<file path="config.mk">
export PLATFORM = sky130hd
export DESIGN_NAME = alert_framer
export DESIGN_NICKNAME = d
export VERILOG_FILES = /design/src/rtl/alert_framer.sv
export SDC_FILE = /design/constraint.sdc
export NUM_CORES = 1
export LEC_CHECK = 0
export CORE_MARGIN = 2
export CORE_UTILIZATION = 40
export DETAILED_ROUTE_END_ITERATION = 10
export PLACE_DENSITY = 0.63
export REMOVE_ABC_BUFFERS = 1
export SYNTH_ARGS = -nofsm -noshare
export SYNTH_HDL_FRONTEND = slang
export SYNTH_SLANG_ARGS = --single-unit
</file>
<file path="constraint.sdc">
create_clock -name clk -period 5.6 [get_ports clk]
set_input_delay 1.12 -clock clk [delete_from_list [all_inputs] [get_ports clk]]
set_output_delay 1.12 -clock clk [all_outputs]
set_load 0.01 [all_outputs]
</file>
<file path="src/rtl/alert_framer.sv">
// alert_framer: debounces a 2-bit alert level and sends a serial status frame.
// A frame is sent when the debounced level changes or a heartbeat interval elapses.
// Line is idle high; MSB first; every bit is held for BIT_DIV cycles.
// Frame: 8'hA5, NODE_ID, level, seq, temp, pres (32 bits).
// Optional macro ALERT_FRAMER_CKSUM_EN appends a checksum byte (40 bits).
// The checksum byte is {NODE_ID,level,seq} ^ temp ^ pres.
module alert_framer #(
    parameter logic [3:0]  NODE_ID    = 4'h1,
    parameter int unsigned BIT_DIV    = 16,
    parameter int unsigned STABLE_CNT = 4,
    parameter int unsigned HEARTBEAT  = 1024
) (
    input  logic       clk,
    input  logic       rst,
    input  logic       enable,
    input  logic [1:0] alert_level,
    input  logic [7:0] temp,
    input  logic [7:0] pres,
    output logic       tx_bit,
    output logic       tx_active,
    output logic       frame_done,
    output logic [1:0] level_q
);

`ifdef ALERT_FRAMER_CKSUM_EN
    localparam int unsigned FRAME_LEN = 40;
`else
    localparam int unsigned FRAME_LEN = 32;
`endif

    localparam logic [7:0]  DIV_LAST = 8'(BIT_DIV - 1);
    localparam logic [7:0]  STABLE8  = 8'(STABLE_CNT);
    localparam logic [15:0] HB_LAST  = 16'(HEARTBEAT - 1);
    localparam logic [5:0]  BIT_LAST = 6'(FRAME_LEN - 1);

    typedef enum logic [1:0] {IDLE, SEND, GAP} state_t;

    state_t                 state, state_nxt;
    logic [1:0]             samp;
    logic [7:0]             stab_cnt, run_nxt;
    logic [1:0]             last_sent;
    logic [1:0]             seq;
    logic [7:0]             div_cnt;
    logic [5:0]             bit_cnt;
    logic [15:0]            hb_cnt;
    logic [FRAME_LEN-1:0]   frame_sr;
    logic [FRAME_LEN-1:0]   frame_word;
    logic                   trigger, start, bit_end, last_bit;

    // Length of the current run of identical samples, saturating at STABLE_CNT.
    always_comb begin
        run_nxt = 8'd1;
        if (alert_level == samp) begin
            if (stab_cnt >= STABLE8) run_nxt = STABLE8;
            else                     run_nxt = stab_cnt + 8'd1;
        end
    end

    // Debouncer: accept a level once it has been seen on STABLE_CNT edges in a row.
    always_ff @(posedge clk or posedge rst) begin
        if (rst) begin
            samp     <= '0;
            stab_cnt <= '0;
            level_q  <= '0;
        end else begin
            samp     <= alert_level;
            stab_cnt <= run_nxt;
            if (run_nxt >= STABLE8) level_q <= alert_level;
        end
    end

    assign trigger  = (level_q != last_sent) || (hb_cnt == HB_LAST);
    assign start    = (state == IDLE) && enable && trigger;
    assign bit_end  = (div_cnt == DIV_LAST);
    assign last_bit = (bit_cnt == BIT_LAST);

`ifdef ALERT_FRAMER_CKSUM_EN
    assign frame_word = {8'hA5, NODE_ID, level_q, seq, temp, pres,
                         {NODE_ID, level_q, seq} ^ temp ^ pres};
`else
    assign frame_word = {8'hA5, NODE_ID, level_q, seq, temp, pres};
`endif

    // Next-state logic for the frame sequencer.
    always_comb begin
        state_nxt = state;
        case (state)
            IDLE:    if (start) state_nxt = SEND;
            SEND:    if (bit_end && last_bit) state_nxt = GAP;
            GAP:     if (bit_end) state_nxt = IDLE;
            default: state_nxt = IDLE;
        endcase
    end

    // State register, bit timing, heartbeat and frame snapshot/shift register.
    always_ff @(posedge clk or posedge rst) begin
        if (rst) begin
            state     <= IDLE;
            div_cnt   <= '0;
            bit_cnt   <= '0;
            hb_cnt    <= '0;
            seq       <= '0;
            last_sent <= '0;
            frame_sr  <= '0;
        end else begin
            state <= state_nxt;

            if (start || !enable)  hb_cnt <= '0;
            else if (state == IDLE) hb_cnt <= hb_cnt + 16'd1;

            if (state == IDLE || bit_end) div_cnt <= '0;
            else                          div_cnt <= div_cnt + 8'd1;

            if (start) begin
                frame_sr  <= frame_word;
                last_sent <= level_q;
                seq       <= seq + 2'd1;
                bit_cnt   <= '0;
            end else if (state == SEND && bit_end) begin
                frame_sr <= {frame_sr[FRAME_LEN-2:0], 1'b0};
                bit_cnt  <= bit_cnt + 6'd1;
            end
        end
    end

    assign tx_active  = (state == SEND);
    assign tx_bit     = tx_active ? frame_sr[FRAME_LEN-1] : 1'b1;
    assign frame_done = (state == GAP) && (div_cnt == '0);

endmodule

</file>
# After elaboration in Yosys (flattened, before gate mapping)
# Cells that the tools add are included.
# totals
word_cells	55
inputBits	21
reg_bits	80
output_inout_bits	5
# op_classes
add_sub_neg	5
n_eq_ne	10
order_cmp	2
n_reduce_logical	14
n_mux	14
# op_table
cell	count
two-way mux 32 bit	2
two-way mux 16 bit	2
two-way mux 8 bit	3
adder 16 x 1 -> 16 bit, second input constant	1
adder 8 x 1 -> 8 bit, second input constant	2
== test 16 x 10 -> 1 bit, second input constant	1
>= comparator 8 x 3 -> 1 bit, second input constant	2
two-way mux 6 bit	2
== test 8 x 4 -> 1 bit, second input constant	1
logical NOT 8 bit	1
adder 6 x 1 -> 6 bit, second input constant	1
== test 6 x 5 -> 1 bit, second input constant	1
two-way mux 2 bit	3
one-hot mux 2 bit (3 select lines)	1
logical AND 1 bit	5
inequality test 2 bit, second input constant	2
nonzero test 2 bit	2
logical OR 1 bit	3
AND reduction 3 bit	1
adder 2 x 1 -> 2 bit, second input constant	1
== test 2 x 1 -> 1 bit, second input constant	1
== test 2 bit	1
== test 2 bit, second input constant	1
logical NOT 2 bit	1
other kinds (4)	4

# Depth between registers and ports, before layout
# Gate-level depths: netlist of the first run.
# logic_depth
word_depth	5
ltp_mapped	8

# Worst setup path before layout of the first run
# No wires, ideal clock.
# synth_timing
kind	register to output
from	reg div_cnt[5]
to	out frame_done
path_stages_with_launch	3
t_arrival_ns	1.471
setup_slack_ns	3.009
required_ns	4.480
cell_sequence	dfrtp_1 or4_4 nor4_1
# synth_via
elab_chain_cells	2
# synth_lines
element	line	text
start: declaration	43	logic [7:0] div_cnt;
start signal: assignment	112	else div_cnt <= div_cnt + 8'd1;
logical NOT 8 bit	128	assign frame_done = (state == GAP) && (div_cnt == '0);
logical AND 1 bit	128	
end: declaration	21	output logic frame_done,
# No other way between the ends.

# Final worst setup path of the first run
# Ends and elaborated chain as after synthesis.

==> flow_metrics.tcl, run 1 <==
set metrics [dict create \
    outcome "finished, final reports clean" \
    vias 2499 \
    layout_common_cells "dfrtp_1, nand2_1, mux2_2, clkdlybuf4s50_1, nor2_1" \
    post-cts-setup-buffer-count 0 \
    fin_crit_sh 0.614 \
    reg2reg_depth 5 \
    critPathKind "reg2out" \
    place_area_um2 4220 \
    clk_pin_slew_ns 0.08 \
    area_delta_synth_final_pct 14.7 \
    synth-compound-area-share 0.0614 \
    grt_pass1_wl_um 11500 \
    synthArstFlopShare 1.00 \
    synth_top_family_by_area "simple AND/OR/NAND/NOR gates" \
    core_um2 9280 \
    ios 26 \
    clkLatencyLatePin_ns 0.34 \
    rr_endpoint "frame_sr[3]" \
    hpwl_um 4250 \
    worstHoldStart "seq[0]" \
    clock_path_buffers 2 \
    fin_nets 391 \
    fp.dieH_um 102 \
    fin_skew_ns 0.0102 \
    crit_start "div_cnt[5]" \
    synth_cells 334 \
    setup_slack_ns 2.16 \
    netlist_area_um2 3850 \
    ys.flop_type "dfrtp_1" \
    layout_commonest_cell "dfrtp_1" \
    synth_fa_ha_area_frac 0.0195 \
    critical_path_arrival_ns 2.32 \
    finalHoldViolations 0 \
    first_global_vias 2454 \
    ctsResizeCount 0 \
    whs_endpoint "seq[0]" \
    worstHoldPathCells 1 \
    critPathRequiredTime_ns 4.48 \
    finalSetupViolations 0 \
    drive_above_1_share 0.190 \
    holdBufCountCts 0 \
    clock.fmax_mhz 291 \
    synth.ff_latch_count 80 \
    slowest_delay_ns 0.62 \
    chipWidth_um 102 \
    pwr_density_cell_nw_per_um2 407 \
    ant_nets 0 \
    initial_utilization 0.415 \
    totalWireLength_um 6590 \
    avgRoutedWirePerCell_um 13.2 \
    crit_path_max_fanout 5 \
    dr.pass1.iters 4 \
    viasPerCell 5.02 \
    fin_area_um2 4420 \
    ys_seq_area_frac 0.520 \
    synth_cell_types 52 \
    yosys_warnings 0 \
    finalMaxSlewViolations 0 \
    vdd_drop_max_mv 0.182 \
    cts_tree "done" \
    min_period_ns 3.44 \
    fin_setup_tns_ns 0 \
    cp_num_buf_inv 1 \
    nFillCells 870 \
    critPathTopFamily "simple AND/OR/NAND/NOR gates" \
    grtUsageTotal 0.141 \
    end_kind "primary output" \
    antenna_found_initial 0 \
    synth_simple_gate_area_frac 0.184 \
    holdCritPathClass "reg2reg" \
    tightest_slew_ns 1.04 \
    cp.depth 3 \
    synth.area.mux_share 0.135 \
    pre_cts_slack_ns 2.23 \
    cts_made_buffers 9 \
    antenna_cells 0 \
    drt_iter0_drc 112 \
    die_area_um2 10400 \
    synth-edff-count 0 \
    worst-r2r-setup-slack_ns 3.00 \
    crit_path_top_delay_cell "or4_4" \
    num_rows 35 \
    io_buffers 25 \
    total_leakage_power_nw 1.95 \
    rsz0062_at_grt "false" \
    htree_levels 3 \
    crit_chain "or4_4 > nor4_1 > clkdlybuf4s50_1" \
    gp_congestion 0.814 \
    syn_avg_cell_area_um2 11.5 \
    relSlewSlack 0.309 \
    cap_violations 0 \
    clkSinkCount 80 \
    grt_max_degree 81 \
    rr_startpoint "hb_cnt[10]" \
    cts-root-buf "clkbuf_8" \
    cp-start-kind "register" \
    yosys.area_share.xor_xnor 0.0500 \
    grt_overflow 0 \
    drc_errors 0 \
]
[routing by layer]
metal,share of wire,track usage,vias up
li1,-,-,1235
met1,0.48,0.189,1227
met2,0.48,0.222,32
met3,0.034,0.0404,5
met4,0.0093,0.0462,0
met5,0,0,-
[Yosys cell counts (6+ instances only)]
cell type | count | area share
nand3_1 | 14 | 0.018
xnor2_1 | 6 | 0.014
dfrtp_1 | 80 | 0.52
and3_1 | 6 | 0.0098
xor2_1 | 16 | 0.036
inv_1 | 8 | 0.0078
ha_1 | 6 | 0.019
mux2_2 | 25 | 0.073
nor3_1 | 7 | 0.0091
mux2_4 | 13 | 0.051
a21oi_1 | 14 | 0.018
nor2_1 | 19 | 0.019
nand2_1 | 39 | 0.038
[report_power, final]
part / switching, mW / total (mW) / internal (mW)
clock network: 0.203 / 0.419 / 0.216
logic: 0.226 / 0.516 / 0.290
registers: 0.116 / 0.864 / 0.748
total: 0.545 / 1.80 / 1.25
[worst register-to-register path, delay by kind of cell, from the launching register on]
kind	cells	cell delay [ns]
buffers and inverters	1	0.34
DFF	1	0.44
AOI/OAI and AO/OA	1	0.70
muxes	1	0.35
and+or+nand+nor	2	0.66
[final cells by class]
| class | count | area (um2) | area share |
|---|---|---|---|
| sequential | 80 | 2000 | 0.453 |
| multi-input combinational | 237 | 1760 | 0.398 |
| timing repair buffer | 27 | 265 | 0.0601 |
| tap | 129 | 161 | 0.0365 |
| clock buffer | 10 | 138 | 0.0312 |
| clock inverter | 6 | 58.8 | 0.0133 |
| inverter | 9 | 33.8 | 0.00765 |
[kinds of logic (layout without fill, tap and decap cells)]
group,Yosys count,after routing
and+or+nand+nor,125,125
DFF,80,80
muxes,42,42
AOI/OAI and AO/OA,37,37
xor gates and xnor gates,22,22
buffers and inverters,21,52
adders and majority gates,6,6
other,1,5
[state kept, by name (all words and copies together) (netlist names)]
signal     count
bit_cnt        6
seq            2
state          2
last_sent      2
hb_cnt        16
div_cnt        8
level_q        2
samp           2
frame_sr      32
stab_cnt       8
[how the worst max path moves through the flow]
stage	to	slack [ns]
floorplan	bit_cnt[0]	2.43
global placement	frame_sr[7]	2.28
detailed placement	frame_sr[7]	2.23
CTS	frame_done	2.14
global route	frame_done	2.08
finish	frame_done	2.16
[through the flow]
step	power, mW	instances	utilization	hold slack (ns)
2_1_floorplan	1.26	326	-	0.436
3_3_place_gp	1.38	482	0.455	0.448
3_5_place_dp	1.40	482	0.455	0.456
4_1_cts	1.83	498	0.476	0.471
5_1_grt	1.93	498	0.476	0.480
6_report	1.80	498	0.476	0.469
Power figures use the tool's default switching activity.
==> run 2: changes to the inputs <==
PLACE_DENSITY = 0.65   (was 0.63)
clock period = 2.8 ns   (was 5.6 ns; I/O delays follow)
==> run 2 against run 1 <==
Compared with the run above: utilization grew 0.78 points; combinational power rose by 110%; global-route usage up 0.39 points; routed wire length rose by 2.5%.
==> flow_metrics.tcl, run 2 (synthesized netlist as in run 1, its figures left out) <==
set metrics [dict create \
    place_inst 488 \
    gp_congestion 0.758 \
    critPathTopFamily "simple AND/OR/NAND/NOR gates" \
    io_buffers 25 \
    cp-start-kind "register" \
    ctsResizeCount 1 \
    pre_cts_slack_ns 0.318 \
    drt_iter0_drc 146 \
    avgRoutedWirePerCell_um 13.4 \
    cp_num_buf_inv 1 \
    core_um2 9280 \
    fin_area_um2 4490 \
    cts-root-buf "clkbuf_8" \
    place_area_um2 4280 \
    cts_made_buffers 9 \
    post-cts-setup-buffer-count 0 \
    layout_commonest_cell "dfrtp_1" \
    critPathRequiredTime_ns 2.24 \
    slowest_delay_ns 0.62 \
    end_kind "primary output" \
    hpwl_um 4460 \
    hold_slack_ns 0.477 \
    min_period_ns 2.57 \
    fin_setup_tns_ns 0 \
    grt_max_degree 81 \
    finalMaxSlewViolations 0 \
    utilization 0.484 \
    vdd_drop_max_mv 0.367 \
    holdCritPathClass "reg2reg" \
    grt_overflow 0 \
    total_power_mw 3.69 \
    fp.dieH_um 102 \
    antenna_cells 0 \
    antenna_found_initial 0 \
    totalWireLength_um 6750 \
    holdBufCountCts 0 \
    critical_path_arrival_ns 2.01 \
    clock.fmax_mhz 390 \
    rsz0062_at_grt "false" \
    area_delta_synth_final_pct 16.6 \
    cts_tree "done" \
    num_rows 35 \
    finalHoldViolations 0 \
    vias 2520 \
    chipWidth_um 102 \
    setup_slack_ns 0.235 \
    drive_above_1_share 0.203 \
    fin_nets 397 \
    finalSetupViolations 0 \
    clkSinkCount 80 \
    ant_nets 0 \
    relSlewSlack 0.594 \
    first_global_vias 2590 \
    largest_reg_flops 32 \
    nFillCells 853 \
    initial_utilization 0.415 \
    cap_violations 0 \
    grtUsageTotal 0.145 \
    grt_pass1_wl_um 11900 \
    fin_skew_ns 0.0124 \
    multi_input_area_um2 1760 \
    tightest_slew_ns 0.606 \
    htree_levels 3 \
    critPathKind "reg2out" \
    drc_errors 0 \
    layout_common_cells "dfrtp_1, nand2_1, mux2_2" \
    crit_path_max_fanout 5 \
    fin_crit_sh 0.916 \
    largest_registers "frame_sr x32, hb_cnt x16" \
    regMostFlops "frame_sr" \
    clock_path_buffers 2 \
    crit_path_top_delay_cell "or4_4" \
    outcome "finished, final reports clean" \
    total_leakage_power_nw 1.98 \
    clk_pin_slew_ns 0.10 \
    regArea_um2 2000 \
    dr.pass1.iters 4 \
    crit_chain "or4_4 > nor4_1 > dlygate4sd2_1" \
    ios 26 \
    pwr_density_cell_nw_per_um2 822 \
    clkLatencyLatePin_ns 0.35 \
    die_area_um2 10400 \
    viasPerCell 5.00 \
    finalNonFillerCells 504 \
]
[run 2: cell types whose count changed in the layout (fill, tap and decap cells not counted), sizes merged]
cell	delta
clkdlybuf4s50	-1
inv	+3
clkbuf	-1
buf	+6
clkinv	-3
clkinvlp	+1
dlygate4sd2	+1
[run 2: cell type report]
class | count | area share
multi-input cells | 237 | 0.392
clock buffers | 9 | 0.0276
clock inverters | 7 | 0.0198
repair buffers | 33 | 0.0716
flip-flops and latches | 80 | 0.446
inverters | 9 | 0.00753
well taps | 129 | 0.0360
[run 2: worst paths after layout]
check	from	to	slack, ns	cells after the start
setup / recovery	div_cnt[5]	frame_done	0.23	3
hold / removal	seq[1]	seq[1]	0.48	1
setup reg to reg	div_cnt[0]	bit_cnt[5]	0.64	5
hold reg to reg	seq[1]	seq[1]	0.48	1
max in group asynchronous	rst	stab_cnt[1]	1.86	3
min in group asynchronous	rst	div_cnt[7]	0.61	3
[run 2: where the power goes]
part | internal (mW) | switching, mW
logic | 0.606 | 0.461
clock network | 0.430 | 0.469
registers | 1.50 | 0.230
total | 2.53 | 1.16
[run 2: routing by layer]
layer,vias to the layer above,share of wire,global-route usage
met4,0,0.015,0.0585
li1,1257,-,-
met1,1213,0.47,0.186
met2,41,0.47,0.236
met5,-,0,0
met3,9,0.039,0.0349
==> run 3: changes to the inputs <==
CELL_PAD_IN_SITES_DETAIL_PLACEMENT = 1   (was unset)
CELL_PAD_IN_SITES_GLOBAL_PLACEMENT = 2   (was unset)
PLACE_DENSITY = 0.84   (was 0.65)
clock period = 3.2 ns   (was 2.8 ns; I/O delays follow)
==> run 3 against run 2 <==
Compared with the run above: flip-flop and latch count unchanged; clock power decreased by 29%; final cell count decreased by 0.60%; clock skew decreased by 0.0063 ns; utilization decreased by 0.49 points; combinational power decreased by 11%; routed wire length increased by 13%; worst setup slack improved by 0.054 ns; via count increased by 2.7%; sequential share of layout area increased by 0.45 points; global-route usage increased by 1.9 points; critical path type unchanged; critical endpoint unchanged; largest cell class unchanged.
==> flow_metrics.tcl, run 3 (synthesized netlist as in run 1, its figures left out) <==
set metrics [dict create \
    cts_tree "done" \
    grt_max_degree 46 \
    crit_path_top_delay_cell "or4_4" \
    reg2reg_depth 5 \
    rsz0062_at_grt "false" \
    regMostFlops "frame_sr" \
    utilization 0.479 \
    finalHoldViolations 0 \
    gp_congestion 0.735 \
    tightest_slew_ns 0.676 \
    die_area_um2 10400 \
    holdCritPathClass "reg2reg" \
    holdBufCountCts 0 \
    initial_utilization 0.415 \
    worstHoldPathCells 1 \
    layout_commonest_cell "dfrtp_1" \
    clk_pin_slew_ns 0.08 \
    nFillCells 1013 \
    clkSinkCount 80 \
    clkLatencyLatePin_ns 0.35 \
    pwr_density_cell_nw_per_um2 700 \
    dr.pass1.iters 4 \
    clock_path_buffers 2 \
    cts_made_buffers 9 \
    chipWidth_um 102 \
    grt_pass1_wl_um 13200 \
    layout_common_cells "dfrtp_1, nand2_1, mux2_2, clkdlybuf4s50_1, nor2_1" \
    relSlewSlack 0.549 \
    finalMaxSlewViolations 0 \
    fin_skew_ns 0.00613 \
    fp.dieH_um 102 \
    antenna_cells 0 \
    hpwl_um 5310 \
    area_delta_synth_final_pct 15.4 \
    post-cts-setup-buffer-count 0 \
    total_leakage_power_nw 1.96 \
    largest_reg_flops 32 \
    critPathKind "reg2out" \
    fin_crit_sh 0.910 \
    num_rows 35 \
    drt_iter0_drc 77 \
    avgRoutedWirePerCell_um 15.3 \
    antenna_found_initial 0 \
    cp-start-kind "register" \
    first_global_vias 2693 \
    place_inst 487 \
    ios 26 \
    end_kind "primary output" \
    critPathRequiredTime_ns 2.56 \
    vias 2589 \
    cap_violations 0 \
    core_um2 9280 \
    critical_path_arrival_ns 2.27 \
    viasPerCell 5.17 \
    crit_path_max_fanout 6 \
    vdd_drop_max_mv 0.401 \
    totalWireLength_um 7660 \
    drc_errors 0 \
    fin_nets 396 \
    fin_setup_tns_ns 0 \
    outcome "finished, final reports clean" \
    ant_nets 0 \
    hold_slack_ns 0.472 \
    cts-root-buf "clkbuf_8" \
    finalNonFillerCells 501 \
    crit_chain "or4_4 > nor4_1 > clkdlybuf4s50_1" \
    total_power_mw 3.11 \
    finalSetupViolations 0 \
    min_period_ns 2.91 \
    slowest_delay_ns 0.60 \
    io_buffers 25 \
    clock.fmax_mhz 344 \
    ctsResizeCount 0 \
    largest_registers "frame_sr x32, hb_cnt x16" \
    grt_overflow 0 \
    htree_levels 3 \
    drive_above_1_share 0.196 \
    grtUsageTotal 0.164 \
]
run 3: path summary, 6_finish.rpt:
path                            startpoint  slack (ns)    endpoint
max in group asynchronous              rst        1.85     samp[0]
worst min-delay path                seq[0]        0.47      seq[0]
worst max register to register  div_cnt[0]        0.92  bit_cnt[5]
min in group asynchronous              rst        0.69  div_cnt[7]
worst max-delay path            div_cnt[4]        0.29  frame_done
worst min register to register      seq[0]        0.47      seq[0]
run 3: critical path, delay by kind of cell (launching register included):
family	cells	cell delay [ns]
buf+inv	1	0.58
flops	1	0.47
simple gates	2	0.87
run 3: area by class of cell:
cell class,instances,area (um2),area share
Multi-Input combinational cell,237,1760,0.396
Inverter,9,35.0,0.00788
Clock inverter,4,22.5,0.00507
Clock buffer,10,138,0.0310
Sequential cell,80,2000,0.450
Tap cell,129,161,0.0363
Timing Repair Buffer,32,328,0.0738
run 3: stage by stage:
| stage | worst slack [ns] | cell area [um2] |
|---|---|---|
| floorplan | 0.508 | 3790 |
| global placement | 0.661 | 4280 |
| detailed placement | 0.653 | 4280 |
| CTS | 0.262 | 4440 |
| global route | 0.199 | 4440 |
| finish | 0.289 | 4440 |
run 3: layer usage:
metal / routed length, um / GRT usage / vias to the layer above
li1: - / - / 1242
met1: 3580 / 0.204 / 1312
met2: 3760 / 0.280 / 25
met3: 221 / 0.0445 / 10
met4: 93 / 0.0462 / 0
met5: 0 / 0 / -
run 3: report_power, final:
| part | switching, mW | internal (mW) |
|---|---|---|
| sequential | 0.214 | 1.31 |
| clock | 0.350 | 0.290 |
| combinational | 0.417 | 0.530 |
| total | 0.981 | 2.13 |
